File: config.mk
export PLATFORM = sky130hd
export DESIGN_NAME = sound_req_sched
export DESIGN_NICKNAME = d
export VERILOG_FILES = /design/src/rtl/sound_req_sched_pkg.sv /design/src/rtl/sound_req_sched_prio_enc.sv /design/src/rtl/sound_req_sched.sv
export SDC_FILE = /design/constraint.sdc
export NUM_CORES = 1
export LEC_CHECK = 0
export BUFFER_PORTS_ARGS = -buffer_cell sky130_fd_sc_hd__buf_2
export CAP_MARGIN = 20
export CORE_UTILIZATION = 40
export CTS_BUF_LIST = sky130_fd_sc_hd__clkbuf_16
export CTS_CLUSTER_DIAMETER = 30
export CTS_CLUSTER_SIZE = 8
export DETAILED_ROUTE_END_ITERATION = 6
export GPL_TIMING_DRIVEN = 0
export HOLD_SLACK_MARGIN = 0.02
export SYNTH_ARGS = -nofsm -noshare
export SYNTH_HDL_FRONTEND = slang
export SYNTH_SLANG_ARGS = --single-unit
File: constraint.sdc
create_clock -name clk -period 2.01 [get_ports clk]
set_clock_uncertainty 0.05 [all_clocks]
set_input_delay 0.5025 -clock clk [delete_from_list [all_inputs] [get_ports clk]]
set_output_delay 0.5025 -clock clk [all_outputs]
set_load 0.01 [all_outputs]
File: src/rtl/sound_req_sched_pkg.sv
// Shared types and defaults for the game sound request scheduler.
// Sound indices double as priority rank: lower index wins.
package sound_req_sched_pkg;

  typedef enum logic [1:0] {
    ST_IDLE,
    ST_REQ,
    ST_PLAY,
    ST_GAP
  } state_t;

  typedef enum logic [2:0] {
    SND_DEATH    = 3'd0,
    SND_EATGHOST = 3'd1,
    SND_EATFRUIT = 3'd2,
    SND_INTRO    = 3'd3,
    SND_EXTRAPAC = 3'd4,
    SND_WAKA     = 3'd5
  } sound_e;

  localparam int NUM_SOUNDS          = 6;
  localparam int NUM_QUEUED          = 5;  // waka is never queued
  localparam int ACK_TIMEOUT_DEFAULT = 16;
  localparam int GAP_CYCLES_DEFAULT  = 4535;

  function automatic logic [2:0] count_ones(input logic [NUM_SOUNDS-1:0] v);
    logic [2:0] c;
    c = '0;
    for (int i = 0; i < NUM_SOUNDS; i++) c = c + 3'(v[i]);
    return c;
  endfunction

endpackage

File: src/rtl/sound_req_sched_prio_enc.sv
// Fixed-priority encoder: request vector -> one-hot grant, bit 0 highest.
module sound_prio_enc
  import sound_req_sched_pkg::*;
(
  input  logic [NUM_SOUNDS-1:0] req,
  output logic [NUM_SOUNDS-1:0] grant
);

  // Scan from lowest priority upward so the highest-priority request wins last.
  always_comb begin
    grant = '0;
    for (int i = NUM_SOUNDS - 1; i >= 0; i--) begin
      if (req[i]) grant = NUM_SOUNDS'(1) << i;
    end
  end

endmodule

File: src/rtl/sound_req_sched.sv
// Sound request scheduler: queues game events, drives one player select at a time.
// Optional drop statistics counter enabled by defining SOUND_DROP_STATS_EN.
module sound_req_sched
  import sound_req_sched_pkg::*;
#(
  parameter int ACK_TIMEOUT = ACK_TIMEOUT_DEFAULT,
  parameter int GAP_CYCLES  = GAP_CYCLES_DEFAULT
) (
  input  logic       clk,
  input  logic       reset,
  input  logic       ev_death,
  input  logic       ev_eatghost,
  input  logic       ev_eatfruit,
  input  logic       ev_intro,
  input  logic       ev_extrapac,
  input  logic       ev_waka,
  input  logic       sound_starts,
  input  logic       sound_ended,
  output logic       sel_death,
  output logic       sel_eatghost,
  output logic       sel_eatfruit,
  output logic       sel_intro,
  output logic       sel_extrapac,
  output logic       sel_waka,
  output logic       busy,
  output logic       ack_err,
  output logic [7:0] drop_cnt
);

  localparam int TMR_MAX = (ACK_TIMEOUT > GAP_CYCLES) ? ACK_TIMEOUT : GAP_CYCLES;
  localparam int TMR_W   = $clog2(TMR_MAX + 1);
  typedef logic [TMR_W-1:0] tmr_t;
  localparam tmr_t ACK_LAST = tmr_t'(ACK_TIMEOUT - 1);
  localparam tmr_t GAP_LAST = tmr_t'(GAP_CYCLES - 1);

  state_t                state_q, state_d;
  logic [NUM_QUEUED-1:0] pend_q, pend_d;
  logic [NUM_SOUNDS-1:0] sel_q, sel_d;
  tmr_t                  tmr_q, tmr_d;
  logic                  ack_err_q, ack_err_d;

  logic [NUM_SOUNDS-1:0] ev_vec;
  logic [NUM_QUEUED-1:0] pend_merged;
  logic [NUM_SOUNDS-1:0] cand;
  logic [NUM_SOUNDS-1:0] grant;

  assign ev_vec = {ev_waka, ev_extrapac, ev_intro, ev_eatfruit, ev_eatghost, ev_death};

  // Death flushes every other queued sound, including ones arriving alongside it.
  assign pend_merged = ev_vec[SND_DEATH] ? (NUM_QUEUED'(1) << SND_DEATH)
                                         : (pend_q | ev_vec[NUM_QUEUED-1:0]);
  assign cand = {ev_waka && (pend_merged == '0), pend_merged};

  sound_prio_enc u_prio_enc (
    .req   (cand),
    .grant (grant)
  );

  always_comb begin
    state_d   = state_q;
    pend_d    = pend_merged;
    sel_d     = sel_q;
    tmr_d     = tmr_q;
    ack_err_d = 1'b0;
    case (state_q)
      ST_IDLE: begin
        if (|grant) begin
          sel_d   = grant;
          pend_d  = pend_merged & ~grant[NUM_QUEUED-1:0];
          tmr_d   = '0;
          state_d = ST_REQ;
        end
      end
      ST_REQ: begin
        if (sound_starts) begin
          state_d = ST_PLAY;
        end else if (tmr_q == ACK_LAST) begin
          sel_d     = '0;
          ack_err_d = 1'b1;
          tmr_d     = '0;
          state_d   = ST_GAP;
        end else begin
          tmr_d = tmr_q + tmr_t'(1);
        end
      end
      ST_PLAY: begin
        if (sound_ended) begin
          sel_d   = '0;
          tmr_d   = '0;
          state_d = ST_GAP;
        end
      end
      ST_GAP: begin
        if (tmr_q == GAP_LAST) begin
          tmr_d   = '0;
          state_d = ST_IDLE;
        end else begin
          tmr_d = tmr_q + tmr_t'(1);
        end
      end
      default: state_d = ST_IDLE;
    endcase
  end

  always_ff @(posedge clk or negedge reset) begin
    if (!reset) begin
      state_q   <= ST_IDLE;
      pend_q    <= '0;
      sel_q     <= '0;
      tmr_q     <= '0;
      ack_err_q <= 1'b0;
    end else begin
      state_q   <= state_d;
      pend_q    <= pend_d;
      sel_q     <= sel_d;
      tmr_q     <= tmr_d;
      ack_err_q <= ack_err_d;
    end
  end

`ifdef SOUND_DROP_STATS_EN
  logic       waka_drop;
  logic [2:0] drop_inc;
  logic [7:0] drop_q, drop_d;

  // Waka is lost whenever it is not the sound actually granted this cycle.
  assign waka_drop = ev_waka && !((state_q == ST_IDLE) && grant[SND_WAKA]);
  assign drop_inc  = count_ones({waka_drop, ev_vec[NUM_QUEUED-1:0] & pend_q});

  always_comb begin
    drop_d = drop_q;
    if ({1'b0, drop_q} + 9'(drop_inc) > 9'd255) drop_d = 8'd255;
    else                                        drop_d = drop_q + 8'(drop_inc);
  end

  always_ff @(posedge clk or negedge reset) begin
    if (!reset) drop_q <= '0;
    else        drop_q <= drop_d;
  end

  assign drop_cnt = drop_q;
`else
  assign drop_cnt = '0;
`endif

  assign sel_death    = sel_q[SND_DEATH];
  assign sel_eatghost = sel_q[SND_EATGHOST];
  assign sel_eatfruit = sel_q[SND_EATFRUIT];
  assign sel_intro    = sel_q[SND_INTRO];
  assign sel_extrapac = sel_q[SND_EXTRAPAC];
  assign sel_waka     = sel_q[SND_WAKA];
  assign busy         = (state_q != ST_IDLE);
  assign ack_err      = ack_err_q;

endmodule

; ---- Yosys cells after proc, flatten, opt, wreduce, memory -nomap -nowiden
; Cells that the tools add are included.
[classes]
muxes = 29
shifts = 0
mul = 0
addsub = 1
magnitude_cmp = 0
div = 0
n_reduce_logical = 9
eq_ne = 11
bitwise_logic = 3
[ops]
columns = cell, n
row1 = 13-bit two-way mux, 5
row2 = 6-bit two-way mux, 10
row3 = 13-bit one-hot mux with 4 select lines, 1
row4 = 6-bit one-hot mux with 3 select lines, 1
row5 = 5-bit two-way mux, 3
row6 = "13-bit by 1-bit adder with 13-bit output, second input constant", 1
row7 = "13-bit == test, second input constant", 1
row8 = "13-bit by 4-bit == test with 1-bit output, second input constant", 1
row9 = 2-bit two-way mux, 5
row10 = "2-bit inequality test, second input constant", 5
row11 = 2-bit one-hot mux with 4 select lines, 1
row12 = 6-bit OR reduction, 1
row13 = 5-bit AND, 1
row14 = 5-bit logical NOT, 1
row15 = 5-bit inverter, 1
row16 = 5-bit bitwise OR, 1
row17 = 5-bit AND reduction, 1
row18 = "2-bit == test, second input constant", 2
row19 = 4-bit AND reduction, 1
row20 = 1-bit two-way mux, 3
row21 = "3-bit inequality test, second input constant", 1
row22 = 3-bit AND reduction, 1
row23 = 3-bit nonzero test, 1
row24 = "2-bit by 1-bit == test with 1-bit output, second input constant", 1
row25 = 3 further kinds, 3
[word_totals]
regBits = 27
ramBits = 0
elab_cells = 58
mem_bits_ro = 0
latch_bits = 0
memories = 0

; ---- Longest topological paths before layout
; Gate-level depths: netlist of run 1.
[logic_depth]
ltp_word = 14
ltp_mapped = 8
mapped_depth_nobuf = 7

; ---- Cells and area by module
; From an unflattened synthesis of run 1, not the netlist that was laid out.
[hier_totals]
cells_unflattened = 177
hier_area_um2 = 1652.8
[by_module_without_submodules]
columns = mod, cells_each, n_inst, area_each_um2
row1 = sound_req_sched, 170, 1, 1591.5
row2 = sound_prio_enc, 7, 1, 61.3

; ---- Least setup slack after synthesis of run 1
; No wires, ideal clock.
[synth_timing]
path_type = flip-flop to flip-flop
start = reg tmr_q[10]
end = reg state_q[1]
period_less_slack_ps = 2224
setup_time_ps = 128
slack_ps = -214
path_stages_with_launch = 5
t_arrival_ps = 2046
path_cell_list = dfrtp_1 or4_4 or4_4 a31oi_1 mux2_1
[synth_between]
elab_chain_cells = 3
[synth_lines]
columns = item, line
row1 = start: declaration, sound_req_sched.sv:39  ; tmr_t tmr_q, tmr_d;
row2 = start signal: assignment, sound_req_sched.sv:116  ; tmr_q <= tmr_d;
row3 = 13-bit by 4-bit == test with 1-bit output / 13-bit == test (equally long branches), "sound_req_sched.sv:77, sound_req_sched.sv:94"
row4 = 3-bit inequality test (no source line) / 2-bit inequality test (equally long branches), n/a
row5 = 4-bit AND reduction (no source line) (*), n/a
row6 = end signal: assignment, sound_req_sched.sv:113  ; state_q <= state_d;
row7 = end: declaration, sound_req_sched.sv:36  ; state_t state_q, state_d;
; Mark *: on every way between the ends. The rest lies on a longest branch, timed or not.
; A chain may end at the register's enable or synchronous reset.

; ---- Worst setup path in the final report of run 1
[layout_timing]
start = reg tmr_q[7]
end = reg state_q[1]
; Same word-level chain as after synthesis.

==> reports/results.tsv, run 1 <==
metric	value	unit
outcome	finished, violations left	
failed_checks	negative setup slack	
setup_cp_type	reg -> reg	
power.share.combinational	53.5	%
drcViolationCount	0	
synthArstFlopShare	100	%
detailed_place_hpwl	2490	um
layout-area-overhead-vs-synth	24.9	%
cell_internal_pwr	0.00159	W
placement_rows	22	
grt_antenna_before_repair	0	
reg_area	678	um^2
fmaxAchievable	457	MHz
relSlewSlack	58.9	%
cell_area_after_layout	1980	um^2
hp-class	in -> async	
timing.critical_path.fanout_max	2	
cap_viol_max_count	0	
cts.clk_slew.worst_paths	60	ps
reg2reg_path_depth	4	
fin_total_pwr	0.00253	W
grt_overflow	0	
yosys-top-cells-area	sky130_fd_sc_hd__dfrtp_1 43%, sky130_fd_sc_hd__a22o_1 6.1%, sky130_fd_sc_hd__mux2_2 5.0%	
syn-cell-area	1590	um^2
grt_first_pass_wirelength	6200	um
gpl.final_weighted_congestion	0.801	
timing.final.crit_share	109	%
p_clk_share	17.6	%
synthFlopType	sky130_fd_sc_hd__dfrtp_1	
worst_setup_path_end_kind	flop	
synthDominantCellAreaShare	42.6	%
cts_root_buffer	sky130_fd_sc_hd__clkbuf_16	
cts-buffers-inserted	3	
count_of_different_cell_masters_after_synthesis	39	
synth_largest_area_cell	sky130_fd_sc_hd__dfrtp_1	
numPortBuffers	16	
setup_violations	20	
finish.net_count	209	
vias	1261	
grt_max_degree	28	
timing_worst_slew_pin_value	616	ps
cts_max_level	1	
vdd.ir_drop.worst	0.866	mV
min_period	2190	ps
p_sw	0.000938	W
tns_setup	-2490	ps
p_sw_share	37.1	%
iter_0_drt_violations	56	
timing.final.ws_setup	-177	ps
layout-drive-gt1-share	33.9	%
report.final.hold_viol_count	0	
standby_leakage_power	0.999	nW
yosys_warnings	0	
power.density_cell_area	1270	nW/um^2
insertion_delay	260	ps
register_bit_count_reported_by_yosys	27	
sequential_cell_area_fraction_in_the_yosys_report	42.6	%
final_antenna_net_count	0	
diodes	0	
grt_use_total	19.1	%
length_of_the_first_detailed_routing_pass_in_iterations	4	
postCtsHoldBufs	0	
routedWlPerCell	14.5	um
synthesis.area_per_instance	10.1	um^2
power.share.sequential	28.9	%
placed_cell_area	1810	um^2
multiInputGateArea	920	um^2
worstSetupStartpointType	flop	
filler_cell_count	356	
netlist_instances	157	
vias_in_the_first_global_route	1349	
vias_per_cell	5.25	
start_util	42.4	%
clkSinkCount	27	
placeableCoreArea	3740	um^2
dieArea	4230	um^2
synth-edff-count	0	
worst_ep_arrival_time	2290	ps
x_dimension_of_the_die	65.0	um
cts_buffer_depth	2	
worstPathRequired	2110	ps
tritoncts	done	
rsz0062_at_grt	yes	
die-height	65.0	um
finalMaxSlewViolations	0	
wl	3490	um
floorplan.io_pins	26	
## power by group through the flow
| stage | Sequential [W] | Clock, W | Combinational, W |
|---|---|---|---|
| global placement | 0.000720 | 0 | 0.00113 |
| global route | 0.000746 | 0.000485 | 0.00149 |
| detailed placement | 0.000733 | 0 | 0.00116 |
| finish | 0.000730 | 0.000445 | 0.00135 |
| CTS | 0.000727 | 0.000467 | 0.00135 |
| floorplan | 0.000723 | 0 | 0.000913 |
## registers in the layout (all words and copies together), names as in the netlist
name and count:
state_q 2, pend_q 5, tmr_q 13, ack_err 1, sel_q 6
## repair_timing
| action | in CTS | in global routing |
|---|---|---|
| gates resized for setup | 9 | 4 |
| hold endpoints to repair | 0 | 0 |
| setup endpoints to repair | 20 | 21 |
| cloned | 1 | 0 |
| pin swaps | 2 | 1 |
| buffers inserted | 7 | 0 |
## layout by cell type, fill, tap and decap left out, types with 2 or more instances in the layout
master	n
sky130_fd_sc_hd__buf_6	2
sky130_fd_sc_hd__nor3_1	6
sky130_fd_sc_hd__ha_1	5
sky130_fd_sc_hd__a21o_1	8
sky130_fd_sc_hd__nor2b_1	3
sky130_fd_sc_hd__a22o_1	11
sky130_fd_sc_hd__inv_1	5
sky130_fd_sc_hd__mux2_4	3
sky130_fd_sc_hd__nand2b_1	2
sky130_fd_sc_hd__nor2_1	19
sky130_fd_sc_hd__dfrtp_1	25
sky130_fd_sc_hd__dfrtp_2	2
sky130_fd_sc_hd__o41ai_4	2
sky130_fd_sc_hd__clkbuf_16	3
sky130_fd_sc_hd__nand3_1	4
sky130_fd_sc_hd__buf_2	16
sky130_fd_sc_hd__or4_4	3
sky130_fd_sc_hd__nand2_1	11
sky130_fd_sc_hd__buf_4	15
sky130_fd_sc_hd__and4_1	2
sky130_fd_sc_hd__and2_1	2
sky130_fd_sc_hd__nand4_1	3
sky130_fd_sc_hd__conb_1	8
sky130_fd_sc_hd__mux2_2	5
sky130_fd_sc_hd__o21ai_0	2
sky130_fd_sc_hd__nor4_1	2
sky130_fd_sc_hd__nand3_2	2
## stage by stage
stage	util, %	std cells	worst slack, ps	hold WS (ps)
2_1_floorplan	-	164	-125	157
3_3_place_gp	48.2	228	-296	433
3_5_place_dp	48.2	228	-358	439
4_1_cts	52.9	240	-176	215
5_1_grt	53.0	240	-213	243
6_report	53.0	240	-177	201
## per-layer routing
| metal | wire, um | vias up | GRT usage (%) |
|---|---|---|---|
| met5 | 0 | - | 0 |
| met4 | 7 | 0 | 3.61 |
| met3 | 132 | 2 | 4.58 |
| met2 | 1670 | 25 | 31.3 |
| met1 | 1680 | 604 | 25.6 |
| li1 | - | 630 | - |
## path summary, 6_finish.rpt
kind	startpoint	endpoint	slack, ps
hold / removal	reset	pend_q[2]$_DFF_PN0_	200
setup / recovery	tmr_q[7]$_DFFE_PN0P_	state_q[1]$_DFFE_PN0P_	-180
max in group asynchronous	reset	tmr_q[6]$_DFFE_PN0P_	1270
hold reg to reg	sel_q[1]$_DFFE_PN0P_	sel_q[1]$_DFFE_PN0P_	450
setup reg to reg	tmr_q[7]$_DFFE_PN0P_	state_q[1]$_DFFE_PN0P_	-180
min in group clk	sel_q[1]$_DFFE_PN0P_	sel_q[1]$_DFFE_PN0P_	450
## worst max-delay path, cell delays in order (launching register included)
cell,delay (ps)
sky130_fd_sc_hd__dfrtp_1,390
sky130_fd_sc_hd__or4_4,560
sky130_fd_sc_hd__or4_4,560
sky130_fd_sc_hd__a31oi_4,200
sky130_fd_sc_hd__mux2_4,310
## logic make-up after synthesis
| kind of cell | after synthesis | synth area share, % |
|---|---|---|
| other | 1 | 0.236 |
| buffers and inverters | 16 | 6.15 |
| AND/OR/NAND/NOR | 67 | 22.1 |
| multiplexers | 8 | 5.67 |
| adder cells (fa/ha/maj) | 6 | 4.73 |
| AO/OA/AOI/OAI | 32 | 18.6 |
| flip-flops | 27 | 42.6 |
## Yosys cell counts, types with 2 or more instances
cell	n
sky130_fd_sc_hd__nor2_1	19
sky130_fd_sc_hd__ha_1	6
sky130_fd_sc_hd__nor3_1	6
sky130_fd_sc_hd__nor2b_1	3
sky130_fd_sc_hd__o41ai_4	2
sky130_fd_sc_hd__nor4_1	3
sky130_fd_sc_hd__o21ai_0	3
sky130_fd_sc_hd__dfrtp_1	27
sky130_fd_sc_hd__and3_1	2
sky130_fd_sc_hd__inv_1	5
sky130_fd_sc_hd__nand2_1	12
sky130_fd_sc_hd__mux2_2	7
sky130_fd_sc_hd__or4_4	2
sky130_fd_sc_hd__a22o_1	11
sky130_fd_sc_hd__nand3_1	6
sky130_fd_sc_hd__a21o_1	8
sky130_fd_sc_hd__buf_4	8
sky130_fd_sc_hd__nand4_1	3
sky130_fd_sc_hd__and2_1	2
sky130_fd_sc_hd__nand2b_1	2
sky130_fd_sc_hd__and4_1	2
## final cells by class
class	count	area share, %
inverters	5	0.946
clock inverters	1	0.189
flip-flops and latches	27	34.2
well taps	48	3.03
plain buffers	11	4.23
multi-input cells	121	46.4
clock buffers	3	3.79
repair buffers	24	7.26
(Power assumes the default switching activity.)
==> run 2: changes to the inputs <==
- SKIP_CTS_REPAIR_TIMING: not set -> 1
- clock period: 2.01 -> 2.8 ns (I/O delays scaled with it)
==> run 2 against run 1 <==
Compared with the run above:
- the flow now finishes without violations
- global-route usage down 1.7 points
- design area down 7.6%
- register-to-register slack better by 630 ps
- flip-flop and latch count unchanged
- cell count down 3.3%
- via count down 1.5%
- critical path depth up 2
- first-iteration DRC count down 1.8%
- power down 37%
- largest power group unchanged
==> reports/results.tsv, run 2 (same netlist as run 1, synthesis figures left out) <==
metric	value	unit	change
cpMaxStageDelayCell	sky130_fd_sc_hd__nor4_1		
max_stage_delay	460	ps	-100 ps
largest_register_ffs	13		unchanged
mostFrequentLayoutCell	sky130_fd_sc_hd__dfrtp_1		
cts_buffer_depth	2		unchanged
numPortBuffers	16		unchanged
filler_cell_count	376		+5.6%
cap_viol_max_count	0		unchanged
p_sw_share	37.1	%	about the same
relSlewSlack	59.4	%	+0.49 points
crit_path_cell_trace	clkbuf_1 > nor4_1 > nand4_1 > and3_1 > o311ai_2 > mux2_2		
cts-buffers-inserted	3		unchanged
grt_antenna_before_repair	0		unchanged
layout-drive-gt1-share	22.8	%	-11 points
top_layer_used	met4		
min_period	2370	ps	
cts_root_buffer	sky130_fd_sc_hd__clkbuf_16		
cell_area_after_layout	1830	um^2	-7.6%
grt_first_pass_wirelength	5410	um	-13%
vias_per_cell	5.35		+1.9%
p_sw	0.000588	W	-37%
clkSinkCount	27		unchanged
max_flop_register	tmr_q		
wl_met1	1480	um	-12%
cp_num_buf_inv	1		+1
placeableCoreArea	3740	um^2	unchanged
worst_ep_arrival_time	2470	ps	+180 ps
insertion_delay	260	ps	about the same
x_dimension_of_the_die	65.0	um	unchanged
final_antenna_net_count	0		unchanged
outcome	finished clean		
power.density_cell_area	864	nW/um^2	-32%
top_regs	tmr_q (13), sel_q (6), pend_q (5)		
route.met3.wl	140	um	+6.1%
report.final.hold_viol_count	0		unchanged
fmaxAchievable	421	MHz	
rsz0062_at_grt	no		
tns_setup	0	ps	+2490 ps
cts_max_level	1		unchanged
layout_common_cells	27 x sky130_fd_sc_hd__dfrtp_1, 19 x sky130_fd_sc_hd__nor2_1, 16 x sky130_fd_sc_hd__buf_2		
drcViolationCount	0		unchanged
standby_leakage_power	0.923	nW	-7.5%
detailed_place_hpwl	2430	um	-2.2%
routedWlPerCell	14.1	um	-2.7%
die-height	65.0	um	unchanged
grt_max_degree	28		unchanged
iter_0_drt_violations	55		-1.8%
met2RoutedLength	1640	um	-1.8%
setup_violations	0		-100%
grt_overflow	0		unchanged
crit_family	simple AND/OR/NAND/NOR gates		
tritoncts	done		
grt_use_total	17.4	%	-1.7 points
length_of_the_first_detailed_routing_pass_in_iterations	4		unchanged
gpl.final_weighted_congestion	0.807		+0.80%
cell_internal_pwr	0.000996	W	-37%
timing.final.crit_share	84.8	%	
worstPathRequired	2890	ps	+780 ps
critical_path.reg2reg.startpoint	tmr_q[10]$_DFFE_PN0P_		
cts.clk_slew.worst_paths	70	ps	about the same
finish.utilization	49.0	%	-4.0 points
layout-area-overhead-vs-synth	15.4	%	
placement_rows	22		unchanged
worst_setup_path_end_kind	flop		
placed_cell_area	1750	um^2	-2.8%
vias_in_the_first_global_route	1238		-8.2%
finalMaxSlewViolations	0		unchanged
start_util	42.4	%	unchanged
power.share.combinational	47.5	%	-6.0 points
diodes	0		unchanged
worst_hold_slack	395	ps	+194 ps
crit_path_start	ev_death		
timing_worst_slew_pin_value	609	ps	-7.28 ps
vdd.ir_drop.worst	0.413	mV	-52%
finish.net_count	201		-3.8%
floorplan.io_pins	26		unchanged
power.share.sequential	32.4	%	+3.5 points
wl	3280	um	-6.0%
timing.critical_path.fanout_max	9		+7
p_clk_share	20.2	%	+2.6 points
vias	1242		-1.5%
dieArea	4230	um^2	unchanged
hp-class	in -> async		
setup_cp_type	in -> reg		
worstSetupStartpointType	input port		
==> run 2: changes by cell type in the layout (fill, tap and decap cells not counted), moves of 2 or more <==
| cell | before | now |
|---|---|---|
| sky130_fd_sc_hd__buf_4 | 15 | 8 |
| sky130_fd_sc_hd__dfrtp_1 | 25 | 27 |
| sky130_fd_sc_hd__dfrtp_2 | 2 | 0 |
| sky130_fd_sc_hd__mux2_2 | 5 | 7 |
| sky130_fd_sc_hd__mux2_4 | 3 | 0 |
| sky130_fd_sc_hd__nand3_1 | 4 | 6 |
| sky130_fd_sc_hd__nand3_2 | 2 | 0 |
==> run 2: through the flow <==
step                instances  setup slack (ps)  total power [W]
global route              232               281          0.00171
global placement          228               159          0.00126
detailed placement        228               169          0.00128
finish                    232               425          0.00158
CTS                       232               444          0.00161
floorplan                 164               440          0.00110
==> run 2: area by class of cell <==
class	count	area (um^2)	share of cell area [%]
multi-input cells	121	841	45.9
flip-flops and latches	27	676	36.9
repair buffers	16	80.1	4.37
plain buffers	11	78.8	4.30
clock buffers	3	75.1	4.10
well taps	48	60.1	3.28
inverters	5	18.8	1.02
clock inverters	1	3.75	0.205
==> run 2: power by group through the flow <==
stage / clock network, W / logic, W / registers (W)
floorplan: 0 / 0.000584 / 0.000517
global placement: 0 / 0.000745 / 0.000514
detailed placement: 0 / 0.000762 / 0.000520
CTS: 0.000332 / 0.000764 / 0.000513
global route: 0.000347 / 0.000835 / 0.000523
finish: 0.000319 / 0.000751 / 0.000512
==> run 2: worst paths after layout <==
check	cells past startpoint	endpoint	slack, ps
max in group asynchronous	1	sel_q[0]$_DFFE_PN0P_	1900
min reg2reg	1	sel_q[1]$_DFFE_PN0P_	450
max reg2reg	4	state_q[1]$_DFFE_PN0P_	450
min	1	tmr_q[11]$_DFFE_PN0P_	400
max	6	sel_q[4]$_DFFE_PN0P_	430
min in group clk	1	sel_q[1]$_DFFE_PN0P_	450
==> run 2: routing by layer <==
layer | GRT usage (%) | vias up
met5 | 0 | -
met4 | 8.33 | 0
met3 | 3.70 | 2
met2 | 30.9 | 32
met1 | 19.6 | 595
li1 | - | 613
==> run 2: worst reg2reg max path, delay by kind of cell (launching register included) <==
family	cells	cell delay, ps
AO/OA/AOI/OAI	1	260
multiplexers	1	340
AND/OR/NAND/NOR	2	1160
flip-flops	1	420
==> run 3: changes to the inputs <==
- clock period: 2.8 -> 2.4 ns (I/O delays scaled with it)
==> run 3 against run 2 <==
Compared with the run above:
- worst hold slack lost 100 ps
- routed wire length grew 0.18%
- design area grew 0.68%
- register-to-register slack lost 380 ps
==> reports/results.tsv, run 3 (same netlist as run 1, synthesis figures left out) <==
metric	value	unit	change
grt_antenna_before_repair	0		unchanged
cts.clk_slew.worst_paths	70	ps	about the same
mostFrequentLayoutCell	sky130_fd_sc_hd__dfrtp_1		
top_layer_used	met4		
x_dimension_of_the_die	65.0	um	unchanged
placeableCoreArea	3740	um^2	unchanged
relSlewSlack	59.1	%	-0.33 points
power.density_cell_area	1010	nW/um^2	+17%
max_flop_register	tmr_q		
vias_per_cell	5.37		+0.24%
min_period	2330	ps	
iter_0_drt_violations	56		+1.8%
tns_setup	0	ps	unchanged
reg2reg_path_depth	4		unchanged
drcViolationCount	0		unchanged
placement_rows	22		unchanged
largest_register_ffs	13		unchanged
worst_ep_arrival_time	2420	ps	-50 ps
p_sw_share	37.4	%	+0.24 points
layout-area-overhead-vs-synth	16.2	%	
cpMaxStageDelayCell	sky130_fd_sc_hd__or4_4		
cts_root_buffer	sky130_fd_sc_hd__clkbuf_16		
layout-drive-gt1-share	23.9	%	+1.1 points
crit_path_cell_trace	or4_4 > or4_4 > a31oi_2 > mux2_1		
p_sw	0.000696	W	+18%
floorplan.io_pins	26		unchanged
final_antenna_net_count	0		unchanged
cts-buffers-inserted	3		unchanged
setup_cp_type	reg -> reg		
cts_buffer_depth	2		unchanged
route.met3.wl	123	um	-12%
numPortBuffers	16		unchanged
timing_worst_slew_pin_value	614	ps	+4.95 ps
met2RoutedLength	1650	um	+0.61%
vdd.ir_drop.worst	0.485	mV	+17%
vias_in_the_first_global_route	1238		unchanged
detailed_place_hpwl	2430	um	unchanged
standby_leakage_power	0.930	nW	+0.66%
top_regs	tmr_q (13), sel_q (6), pend_q (5)		
cap_viol_max_count	0		unchanged
outcome	finished clean		
timing.critical_path.fanout_max	5		-4
grt_first_pass_wirelength	5410	um	unchanged
finalMaxSlewViolations	0		unchanged
cell_internal_pwr	0.00117	W	+17%
gpl.final_weighted_congestion	0.807		unchanged
max_stage_delay	600	ps	+140 ps
diodes	0		unchanged
fin_total_pwr	0.00186	W	+18%
power.share.combinational	47.6	%	about the same
critical_path.reg2reg.startpoint	tmr_q[10]$_DFFE_PN0P_		
setup_violations	0		unchanged
power.share.sequential	32.2	%	-0.2 points
wl	3290	um	+0.18%
hp-class	in -> async		
cts_max_level	1		unchanged
finish.net_count	201		unchanged
grt_use_total	17.4	%	unchanged
grt_overflow	0		unchanged
report.final.hold_viol_count	0		unchanged
timing.final.crit_share	96.9	%	
placedCellCount	228		unchanged
vias	1245		+0.24%
wl_met1	1460	um	-1.1%
cp_common_cell	sky130_fd_sc_hd__or4_4		
worst-r2r-setup-slack	70	ps	-380 ps
start_util	42.4	%	unchanged
die-height	65.0	um	unchanged
rsz0062_at_grt	no		
post_layout_nonfiller_instances	232		unchanged
worst_setup_path_end_kind	flop		
layout_common_cells	27 x sky130_fd_sc_hd__dfrtp_1, 19 x sky130_fd_sc_hd__nor2_1, 16 x sky130_fd_sc_hd__buf_2		
worstPathRequired	2490	ps	-400 ps
fmaxAchievable	430	MHz	
worst_hold_slack	295	ps	-101 ps
routedWlPerCell	14.2	um	+0.18%
tritoncts	done		
worstSetupStartpointType	flop		
insertion_delay	260	ps	about the same
finish.utilization	49.3	%	+0.33 points
length_of_the_first_detailed_routing_pass_in_iterations	4		unchanged
clkSinkCount	27		unchanged
p_clk_share	20.2	%	about the same
dieArea	4230	um^2	unchanged
worst_r2r_endpoint	state_q[1]$_DFFE_PN0P_		
grt_max_degree	28		unchanged
-- run 3: cell counts in the layout (fill, tap and decap cells not counted) --
No cell type changed its count.
-- run 3: routing by layer --
metal / vias up / GRT usage, %
met5: - / 0
met3: 6 / 3.70
met4: 0 / 8.33
li1: 611 / -
met2: 20 / 30.9
met1: 608 / 19.6
-- run 3: stage by stage --
step / worst slack [ps] / instance area (um^2)
6_report: 73.5 / 1850
3_3_place_gp: -141 / 1750
2_1_floorplan: 140 / 1610
5_1_grt: 3.29 / 1850
4_1_cts: 44.5 / 1830
3_5_place_dp: -131 / 1750
-- run 3: worst max path at each step --
stage                           start                      to  slack (ps)  cells after the start
6_report        tmr_q[10]$_DFFE_PN0P_  state_q[1]$_DFFE_PN0P_          70                      4
5_1_grt        state_q[0]$_DFFE_PN0P_    sel_q[2]$_DFFE_PN0P_           3                      7
4_1_cts         tmr_q[10]$_DFFE_PN0P_  state_q[1]$_DFFE_PN0P_          40                      5
3_5_place_dp                 ev_death    sel_q[4]$_DFFE_PN0P_        -130                      6
3_3_place_gp                 ev_death    sel_q[0]$_DFFE_PN0P_        -140                      6
2_1_floorplan                ev_death    sel_q[0]$_DFFE_PN0P_         140                      6
-- run 3: critical path, delay by kind of cell, from the launching register on --
family | cells | cell delay [ps]
AO/OA/AOI/OAI | 1 | 240
flip-flops | 1 | 420
AND/OR/NAND/NOR | 2 | 1160
multiplexers | 1 | 330
-- run 3: power by group through the flow --
| stage | sequential (W) | clock [W] | combinational [W] |
|---|---|---|---|
| 5_1_grt | 0.000614 | 0.000405 | 0.000986 |
| 2_1_floorplan | 0.000603 | 0 | 0.000682 |
| 4_1_cts | 0.000599 | 0.000388 | 0.000891 |
| 3_3_place_gp | 0.000600 | 0 | 0.000870 |
| 3_5_place_dp | 0.000607 | 0 | 0.000890 |
| 6_report | 0.000600 | 0.000376 | 0.000887 |
-- run 3: cell type report --
cell class / count / area [um^2]
timing repair buffer: 16 / 80.1
inverter: 5 / 18.8
multi-input combinational: 121 / 853
buffer: 11 / 78.8
tap: 48 / 60.1
clock buffer: 3 / 75.1
sequential: 27 / 676
clock inverter: 1 / 3.75
fill: 376 / 1900
